File: src/rtl/muldiv_sched_pkg.sv
// muldiv_sched_pkg
//   Shared definitions for the EX-stage multiply/divide sequencer:
//   the sequencer state encoding, the bit positions of the one-hot
//   HI/LO opcode, and a helper that checks an opcode is exactly one-hot.
package muldiv_sched_pkg;

    localparam int OP_W     = 4;
    localparam int OP_DIV   = 0;
    localparam int OP_DIVU  = 1;
    localparam int OP_MULT  = 2;
    localparam int OP_MULTU = 3;

    typedef enum logic [1:0] {
        ST_IDLE = 2'd0,
        ST_MUL  = 2'd1,
        ST_DIV  = 2'd2,
        ST_DONE = 2'd3
    } state_t;

    // Exactly one bit set; zero and multi-bit codes are rejected.
    function automatic logic is_onehot(input logic [OP_W-1:0] op);
        return (op != '0) && ((op & (op - OP_W'(1))) == '0);
    endfunction

endpackage

File: src/rtl/muldiv_sched.sv
// muldiv_sched
//   Sequences the shared fixed-latency multiplier and the handshaked
//   divider for the EX stage. One HI/LO op is accepted from IDLE, its
//   operands are latched, the unit is driven, EX is stalled, and the
//   64-bit result is held in DONE until the pipeline advances. A flush
//   aborts any op in flight and annuls a running divide.
// Ports
//   clk, rst            clock, synchronous active-high reset
//   op_valid, op        EX instruction valid, one-hot {multu,mult,divu,div}
//   src_a, src_b        rs / rt operand values
//   flush, ex_advance   kill current op / EX->MEM transfer this cycle
//   stallreq            stall request to the pipeline
//   res_valid, res_hi,  result valid and {hi,lo} words
//   res_lo              (div: hi=remainder, lo=quotient)
//   mul_*               multiplier operands / signedness / product
//   div_*               divider start, signedness, operands, annul,
//                       ready pulse and {remainder,quotient} result
module muldiv_sched
    import muldiv_sched_pkg::*;
#(
    parameter int MUL_LAT = 1,
    parameter int DATA_W  = 32
) (
    input  logic                  clk,
    input  logic                  rst,
    input  logic                  op_valid,
    input  logic [OP_W-1:0]       op,
    input  logic [DATA_W-1:0]     src_a,
    input  logic [DATA_W-1:0]     src_b,
    input  logic                  flush,
    input  logic                  ex_advance,
    output logic                  stallreq,
    output logic                  res_valid,
    output logic [DATA_W-1:0]     res_hi,
    output logic [DATA_W-1:0]     res_lo,
    output logic                  mul_signed,
    output logic [DATA_W-1:0]     mul_opa,
    output logic [DATA_W-1:0]     mul_opb,
    input  logic [2*DATA_W-1:0]   mul_result,
    output logic                  div_start,
    output logic                  div_signed,
    output logic [DATA_W-1:0]     div_opa,
    output logic [DATA_W-1:0]     div_opb,
    output logic                  div_annul,
    input  logic                  div_ready,
    input  logic [2*DATA_W-1:0]   div_result
);

    localparam int CNT_W = $clog2(MUL_LAT + 1);

    state_t              state;
    state_t              state_next;
    logic [CNT_W-1:0]    mul_cnt;
    logic [DATA_W-1:0]   opa_q;
    logic [DATA_W-1:0]   opb_q;
    logic                signed_q;

    logic                accept;
    logic                op_is_mul;
    logic                op_signed;
    logic                latch_ops;
    logic                load_mul;
    logic                load_div;
    logic                load_zero;

    assign accept    = (state == ST_IDLE) && op_valid && is_onehot(op);
    assign op_is_mul = op[OP_MULT] | op[OP_MULTU];
    assign op_signed = op[OP_MULT] | op[OP_DIV];

    // In IDLE the units see the live operands so the multiplier can start
    // in the accept cycle; afterwards they see the latched copies so EX
    // may change its inputs freely.
    assign mul_opa    = (state == ST_IDLE) ? src_a : opa_q;
    assign mul_opb    = (state == ST_IDLE) ? src_b : opb_q;
    assign div_opa    = (state == ST_IDLE) ? src_a : opa_q;
    assign div_opb    = (state == ST_IDLE) ? src_b : opb_q;
    assign mul_signed = (state == ST_IDLE) ? op_signed : signed_q;
    assign div_signed = (state == ST_IDLE) ? op_signed : signed_q;
    assign res_valid  = (state == ST_DONE);

    // Next-state and handshake decode. Reset and flush both force IDLE;
    // flush only annuls the divider when one is actually running, and a
    // div_ready coinciding with flush is dropped because no load fires.
    // A zero divisor never touches the divider and completes immediately
    // with a zero result.
    always_comb begin
        state_next = state;
        stallreq   = 1'b0;
        div_start  = 1'b0;
        div_annul  = 1'b0;
        latch_ops  = 1'b0;
        load_mul   = 1'b0;
        load_div   = 1'b0;
        load_zero  = 1'b0;
        if (rst) begin
            state_next = ST_IDLE;
        end else if (flush) begin
            state_next = ST_IDLE;
            div_annul  = (state == ST_DIV);
        end else begin
            case (state)
                ST_IDLE: begin
                    if (accept) begin
                        stallreq  = 1'b1;
                        latch_ops = 1'b1;
                        if (op_is_mul) begin
                            state_next = ST_MUL;
                        end else if (src_b == '0) begin
                            state_next = ST_DONE;
                            load_zero  = 1'b1;
                        end else begin
                            state_next = ST_DIV;
                            div_start  = 1'b1;
                        end
                    end
                end
                ST_MUL: begin
                    stallreq = 1'b1;
                    if (mul_cnt == CNT_W'(MUL_LAT)) begin
                        state_next = ST_DONE;
                        load_mul   = 1'b1;
                    end
                end
                ST_DIV: begin
                    stallreq = 1'b1;
                    if (div_ready) begin
                        state_next = ST_DONE;
                        load_div   = 1'b1;
                    end else begin
                        div_start = 1'b1;
                    end
                end
                ST_DONE: begin
                    if (ex_advance) begin
                        state_next = ST_IDLE;
                    end
                end
                default: state_next = ST_IDLE;
            endcase
        end
    end

    // State, operand latches, latency counter and result registers.
    // The counter starts at 1 on entry to MUL because the accept cycle
    // itself is count 0.
    always_ff @(posedge clk) begin
        if (rst) begin
            state    <= ST_IDLE;
            mul_cnt  <= '0;
            opa_q    <= '0;
            opb_q    <= '0;
            signed_q <= 1'b0;
            res_hi   <= '0;
            res_lo   <= '0;
        end else begin
            state <= state_next;
            if (latch_ops) begin
                opa_q    <= src_a;
                opb_q    <= src_b;
                signed_q <= op_signed;
                mul_cnt  <= CNT_W'(1);
            end else if (state == ST_MUL) begin
                mul_cnt <= mul_cnt + CNT_W'(1);
            end
            if (load_mul) begin
                {res_hi, res_lo} <= mul_result;
            end else if (load_div) begin
                {res_hi, res_lo} <= div_result;
            end else if (load_zero) begin
                res_hi <= '0;
                res_lo <= '0;
            end
        end
    end

    // The divider must only report completion while a divide is running.
    always_ff @(posedge clk) begin
        if (!rst) begin
            assert (!(div_ready && (state != ST_DIV)));
        end
    end

endmodule
File: config.mk
export PLATFORM = sky130hd
export DESIGN_NAME = muldiv_sched
export DESIGN_NICKNAME = d
export VERILOG_FILES = /design/src/rtl/muldiv_sched_pkg.sv /design/src/rtl/muldiv_sched.sv
export SDC_FILE = /design/constraint.sdc
export NUM_CORES = 1
export LEC_CHECK = 0
export CAP_MARGIN = 20
export CORE_AREA = 2 2 156 158
export CTS_BUF_LIST = sky130_fd_sc_hd__clkbuf_8
export DETAILED_ROUTE_END_ITERATION = 12
export DIE_AREA = 0 0 158 160
export PLACE_DENSITY = 0.66
export SKIP_LAST_GASP = 1
export SLEW_MARGIN = 25
export SYNTH_ARGS = -nofsm -noshare
export SYNTH_HDL_FRONTEND = slang
export SYNTH_SLANG_ARGS = --single-unit
File: constraint.sdc
create_clock -name clk -period 3.1 [get_ports clk]
set_input_delay 0.465 -clock clk [delete_from_list [all_inputs] [get_ports clk]]
set_output_delay 0.465 -clock clk [all_outputs]
set_load 0.005 [all_outputs]
==> results of run 1 <==
-- final cells by class --
type,instances,area share (%)
Timing Repair Buffer,411,38.5
Multi-Input combinational cell,438,29.2
Sequential cell,132,24.6
Tap cell,324,3.77
Clock buffer,17,2.17
Clock inverter,15,1.71
Inverter,2,0.0698
-- flip-flops by register name, summed over array words and instances (netlist names) --
name,count
mul_cnt,1
opa_q,32
opb_q,32
res_hi,32
res_lo,32
signed_q,1
state,2
-- power by group through the flow --
stage | logic (mW) | registers (mW) | clock network [mW]
3_3_place_gp | 1.01 | 1.79 | 0
3_5_place_dp | 1.01 | 1.79 | 0
2_1_floorplan | 0.412 | 1.78 | 0
6_report | 1.00 | 1.75 | 1.56
4_1_cts | 1.02 | 1.75 | 1.63
5_1_grt | 1.07 | 1.75 | 1.70
-- cells by family after synthesis --
group / Yosys count / synth area share, %
AND/OR/NAND/NOR: 164 / 13.3
flip-flops: 132 / 40.7
multiplexers: 65 / 11.2
XOR/XNOR: 2 / 0.270
AO/OA/AOI/OAI: 203 / 22.5
buffers and inverters: 115 / 11.3
adder cells (fa/ha/maj): 4 / 0.770
-- worst max-delay path by stage --
stage                  end  cells after the start  slack, ns      start
6_report         div_start                      7       0.19  src_b[26]
5_1_grt          div_start                      7      0.007  src_b[26]
4_1_cts        mul_opa[22]                      5       0.06   state[0]
3_5_place_dp     div_start                      7       0.17  src_b[27]
3_3_place_gp     div_start                      7       0.14  src_b[26]
2_1_floorplan   mul_opa[0]                      6       1.02   state[0]
-- routing by layer --
layer | up-vias | GRT usage, %
met2 | 258 | 29.6
met4 | 0 | 4.46
li1 | 2986 | -
met5 | - | 0
met3 | 13 | 4.83
met1 | 2795 | 20.5
-- cell usage in the layout, fill, tap and decap left out, drive strengths merged, types with 2 or more instances in the layout --
master	Yosys	final
clkbuf	35	17
nand3	2	2
o21ai	65	65
bufinv	0	2
clkinvlp	0	2
dfxtp	132	132
a21o	64	64
nor4	10	10
clkdlybuf4s50	0	398
nand2b	67	67
buf	78	13
mux2	64	64
a211oi	2	2
nor4b	2	2
a22o	64	64
inv	2	12
nor2	9	9
nand2	67	67
ha	4	4
nand4	3	3
-- critical path, delay by kind of cell --
kind | cells | cell delay, ns
compound gates | 1 | 0.09
simple gates | 4 | 0.99
buf+inv | 2 | 0.90
==> run metrics, run 1 <==
final setup TNS=0 ns; core area=between 20000 and 25000 µm²; Worst Hold Class=input port to flip-flop; DP HPWL=~17000 µm; met2 WL=about 11000 µm; Synth async-reset ratio=0%; DRT Pass-1 Iters=4; Clock Tree Buf Depth=2; die area=approximately 25000 µm²; Root Driver=clkbuf_8; area of the multi-input gates=approximately 3100 µm²; max incr delay on CP=around 0.46 ns; CP arrival=roughly 2.4 ns; most common cell in the netlist=dfxtp_1; CP Launch Type=input port; Final nets=around 1200; clock sinks=132; largest net degree at the start of global routing=between 60 and 70; Fill cells=roughly 2400; Inst Count DP=~1300; number of global-route vias before repair=6005; Layout Skew=between 0.01 and 0.015 ns; row count=57; Psw=between 1 and 1.5 mW; RSZ-0062 raised after global routing=false; r2r endpoint=res_hi[13]; grt total ovfl=0; Internal=about 3.2 mW; metal3 WL=approximately 1900 µm; CTS buffer count=17; final worst path period share=around 94%; setup bufs post-CTS=0; Hold Path End=state[1]; Logic pwr share=23.3%; placer congestion estimate=between 0.7 and 0.8; depth of the worst register-to-register path=7; # port buffers=~400; Setup crit end kind=output pin; DR vias/cell=4.52; worst-path fanout max=3; status=completed; Pleak=4.43 nW; Tightest Pin Transition=around 0.73 ns; CTS H-tree depth=4; initial core utilization=approximately 27%; IO Pins=400; Worst slew margin=51.5%; Routed met1 length=9550 µm; unique cell type count in the Yosys netlist=36; post-route setup slack=between 0.15 and 0.2 ns; share of the synthesized area in the top cell type=40.7%; crit-path most repeated cell=clkdlybuf4s50_1; WHS=a little over 0.4 ns; fmax=344 MHz; GRT Resource Usage Total=approximately 17%; Horiz. Die Dim=between 150 and 200 µm; VDD IR max=about 180 µV; via count=a little over 6000; Mean Syn Cell Area=9.49 µm²; WS Path Type=input port to output pin; Detail Route Antenna Nets=0; syn_nets=891; post-synthesis sequential area ratio=roughly two fifths; first-pass GRT wire length=~33000 µm; ant diodes=0; DR top layer=met4; final setup vio count=0; synthesized cell area=between 6000 and 7000 µm²; R2R Path Start=state[0]; register area=~2600 µm²; top cells by area, synth=dfxtp_1 41%, mux2_2 11%, a22o_1 8.6%, buf_4 7.5%, a21o_1 7.4%; ratio of cells with drive above 1 in the final layout=a little under an eighth; Post-synth EDFFs=0; clock latency on the worst-skew pair=roughly 0.44 ns; initial antenna violation count=0; Area Growth Syn to Fin=65.6%; Final Hold Fails=0; top cells by count, synth=132 x dfxtp_1, 67 x nand2_1, 67 x nand2b_1; Max Slew Vio Count=0; die height=160 µm; YS warnings=0; Cells after Synth=between 600 and 700; WP data required=~2.6 ns; wire length per cell=about 17 µm; Power Density=between 400 and 500 nW/µm²; Post-CTS Hold Buffers=0; worst slack at placement=0.170 ns; ys flop type=dfxtp_1; Core Util, Final=a little under half; Cell Chain, Critical Path=clkdlybuf4s50_1, nor4_1, nand4_1, nor2_1, nand3b_1, a21boi_0, clkdlybuf4s50_1; largest area contributor in the netlist=dfxtp_1; Flop pwr share=about two fifths; CTS tree=built; final instance area=10800 µm²; slowest stage cell, crit path=clkdlybuf4s50_1; clock power share=36.2%; Net Sw Frac=26.8%; Detailed Route WL=between 20000 and 25000 µm; hold path depth=3; Max Cap Violations=0; FF-to-FF setup slack=0.98 ns; post-CTS sizing=0; Clock transition at path regs=approximately 0.080 ns; Min Clock Period, post-route=approximately 2.9 ns; hold path start=rst; final non-filler cell total=approximately 1300; Overall Power=4.31 mW; DRC Markers=0; Post-DP Area=10300 µm²; number of synthesized register bits=between 100 and 150; initial drt markers=between 300 and 400
No activity file was read; power rests on OpenSTA's default activity.
==> inputs of run 2 (changes only) <==
ABC_AREA = 1   (was not set)
CORE_AREA = 2 2 157 159   (was 2 2 156 158)
DIE_AREA = 0 0 159 161   (was 0 0 158 160)
PLACE_DENSITY = 0.67   (was 0.66)
==> run metrics, run 2 <==
post-route setup slack=0.163 ns (-0.0270 ns); Logic pwr share=24.3% (+1.0 points); ant diodes=0 (unchanged); ys flop type=dfxtp_1; Root Driver=clkbuf_8; final non-filler cell total=1639 (+22%); DR vias/cell=4.63 (+2.5%); initial core utilization=29.1% (+1.8 points); Pleak=4.37 nW (-1.4%); row count=57 (unchanged); Final Hold Fails=0 (unchanged); Min Clock Period, post-route=2.94 ns (+0.0270 ns); synthesized cell area=6980 µm² (+7.3%); clock power share=34.0% (-2.2 points); setup bufs post-CTS=0 (unchanged); Post-DP Area=10700 µm² (+3.8%); largest area contributor in the netlist=dfxtp_1; # port buffers=399 (unchanged); unique cell type count in the Yosys netlist=24 (-33%); Final nets=1508 (+25%); worst slack at placement=0.209 ns (+0.0387 ns); Area Growth Syn to Fin=59.5%; WHS=0.405 ns (-0.00864 ns); top cells by count, synth=214 x nand2_1, 138 x o21ai_0, 132 x dfxtp_1; Core Util, Final=46.4% (+1.3 points); Buf/Inv on CP=5 (+3); most common cell after layout, fill and taps aside=clkdlybuf4s50_1; Max Slew Vio Count=0 (unchanged); first-pass GRT wire length=38700 µm (+17%); WS Path Type=flip-flop to output pin; Clock Tree Buf Depth=2 (unchanged); Worst slew margin=43.2% (-8.3 points); Cells after Synth=1004 (+47%); clock sinks=132 (unchanged); DP HPWL=18300 µm (+7.7%); status=completed; core area=24000 µm² (+0.60%); Mean Syn Cell Area=6.95 µm² (-27%); clock latency on the worst-skew pair=0.45 ns (about the same); DRT Pass-1 Iters=5 (+1); Inst Count DP=1607 (+23%); wire length per cell=15.3 µm (-9.8%); top cells by area, synth=dfxtp_1 38%, nand2_1 12%, o21ai_0 9.9%, nand3_1 9.0%, buf_4 7.1%; IO Pins=400 (unchanged); Flop pwr share=41.7% (+1.2 points); most common cell in the netlist=nand2_1; fmax=341 MHz (-0.92%); GRT Resource Usage Total=19.0% (+2.0 points); crit-path most repeated cell=buf_12; syn_nets=1210 (+36%); final worst path period share=94.7% (+0.87 points); Worst Hold Class=input port to flip-flop; die height=161 µm (+0.63%); die area=25600 µm² (+1.3%); DRC Markers=0 (unchanged); largest net degree at the start of global routing=131 (+100%); CTS buffer count=17 (unchanged); ratio of cells with drive above 1 in the final layout=6.39% (-5.0 points); final instance area=11100 µm² (+3.4%); Power Density=376 nW/µm² (-6.1%); placer congestion estimate=0.861 (+10%); CP Launch Type=flip-flop; Max Cap Violations=0 (unchanged); Horiz. Die Dim=159 µm (+0.63%); Detailed Route WL=25000 µm (+10%); slowest stage cell, crit path=clkdlybuf4s50_1; final setup vio count=0 (unchanged); Net Sw Frac=29.1% (+2.4 points); worst-path fanout max=39 (+36); max incr delay on CP=0.57 ns (+0.11 ns); number of synthesized register bits=132 (unchanged); Setup crit end kind=output pin; Post-synth EDFFs=0 (unchanged); Detail Route Antenna Nets=0 (unchanged); CP arrival=2.47 ns (+0.03 ns); Synth async-reset ratio=0% (unchanged); grt total ovfl=0 (unchanged); Psw=1.22 mW (+5.7%); commonest non-fill, non-tap cells in the layout=398 x clkdlybuf4s50_1, 214 x nand2_1, 132 x dfxtp_1, 130 x o21ai_0, 125 x nand3_1; initial antenna violation count=2 (+2); initial drt markers=483 (+53%); CTS H-tree depth=4 (unchanged); VDD IR max=199 µV (+10%); Internal=2.97 mW (-6.1%); number of global-route vias before repair=7184 (+20%); post-synthesis sequential area ratio=37.9% (-2.8 points); Clock transition at path regs=0.08 ns (about the same); CP delay by family, top=buffers and inverters; Cell Chain, Critical Path=inv_1, ha_4, clkinv_4, buf_12, buf_12, o21ai_0, clkdlybuf4s50_1; WP data required=2.63 ns (about the same); Layout Skew=0.0184 ns (+0.00544 ns); via count=7590 (+25%); YS warnings=0 (unchanged); share of the synthesized area in the top cell type=37.9% (-2.8 points); Tightest Pin Transition=0.852 ns (+0.124 ns); CTS tree=built
## run 2: worst paths after layout
| path | start | to | slack (ns) | depth (start not counted) |
|---|---|---|---|---|
| setup / recovery | state[0] | mul_opa[8] | 0.16 | 7 |
| hold / removal | rst | state[0] | 0.41 | 4 |
| setup reg to reg | state[0] | res_hi[14] | 0.92 | 11 |
| hold reg to reg | res_lo[25] | res_lo[25] | 0.48 | 2 |
## run 2: cell type report
type / count / area, µm²
fill: 2450 / 12800
inverter: 78 / 300
clock inverter: 14 / 129
multi-input combinational: 654 / 3180
sequential: 132 / 2640
clock buffer: 18 / 248
timing repair buffer: 419 / 4230
tap: 324 / 405
## run 2: metal layers
layer  vias to the layer above  global-route usage [%]  routed length (µm)
met5                         -                       0                  35
met4                         4                    6.57                 427
met3                        26                    5.93                2020
met2                       306                    32.5               12000
met1                      3409                    22.7               10500
li1                       3845                       -                   -
## run 2: stage by stage
| step | total power [mW] | setup TNS (ns) |
|---|---|---|
| final | 4.19 | 0 |
| after global routing | 4.41 | -0.0886 |
| after CTS | 4.25 | 0 |
| after detailed placement | 2.80 | 0 |
| after global placement | 2.80 | 0 |
| after floorplan | 2.18 | 0 |
## run 2: kinds of logic after synthesis
family	share of synthesized area, %
fa+ha+maj	0.718
compound gates	20.1
flops	37.9
buf+inv	17.1
simple gates	24.1
## run 2: power groups by stage
stage,Sequential [mW],Clock [mW],Combinational [mW]
2_1_floorplan,1.78,0,0.395
3_3_place_gp,1.78,0,1.01
3_5_place_dp,1.79,0,1.01
4_1_cts,1.75,1.48,1.03
5_1_grt,1.75,1.56,1.10
6_report,1.75,1.42,1.02
## run 2: tightest hold or removal path, cell delays in order
cell and delay [ns]:
buf_2 0.15, nor2_8 0.08, nand2_1 0.07, a21oi_1 0.03
## run 2: what timing repair did
action	4_1_cts	5_1_grt
pin swaps	0	0
hold buffers	0	0
endpoints found under the setup margin	49	28
gates resized for setup	7	5
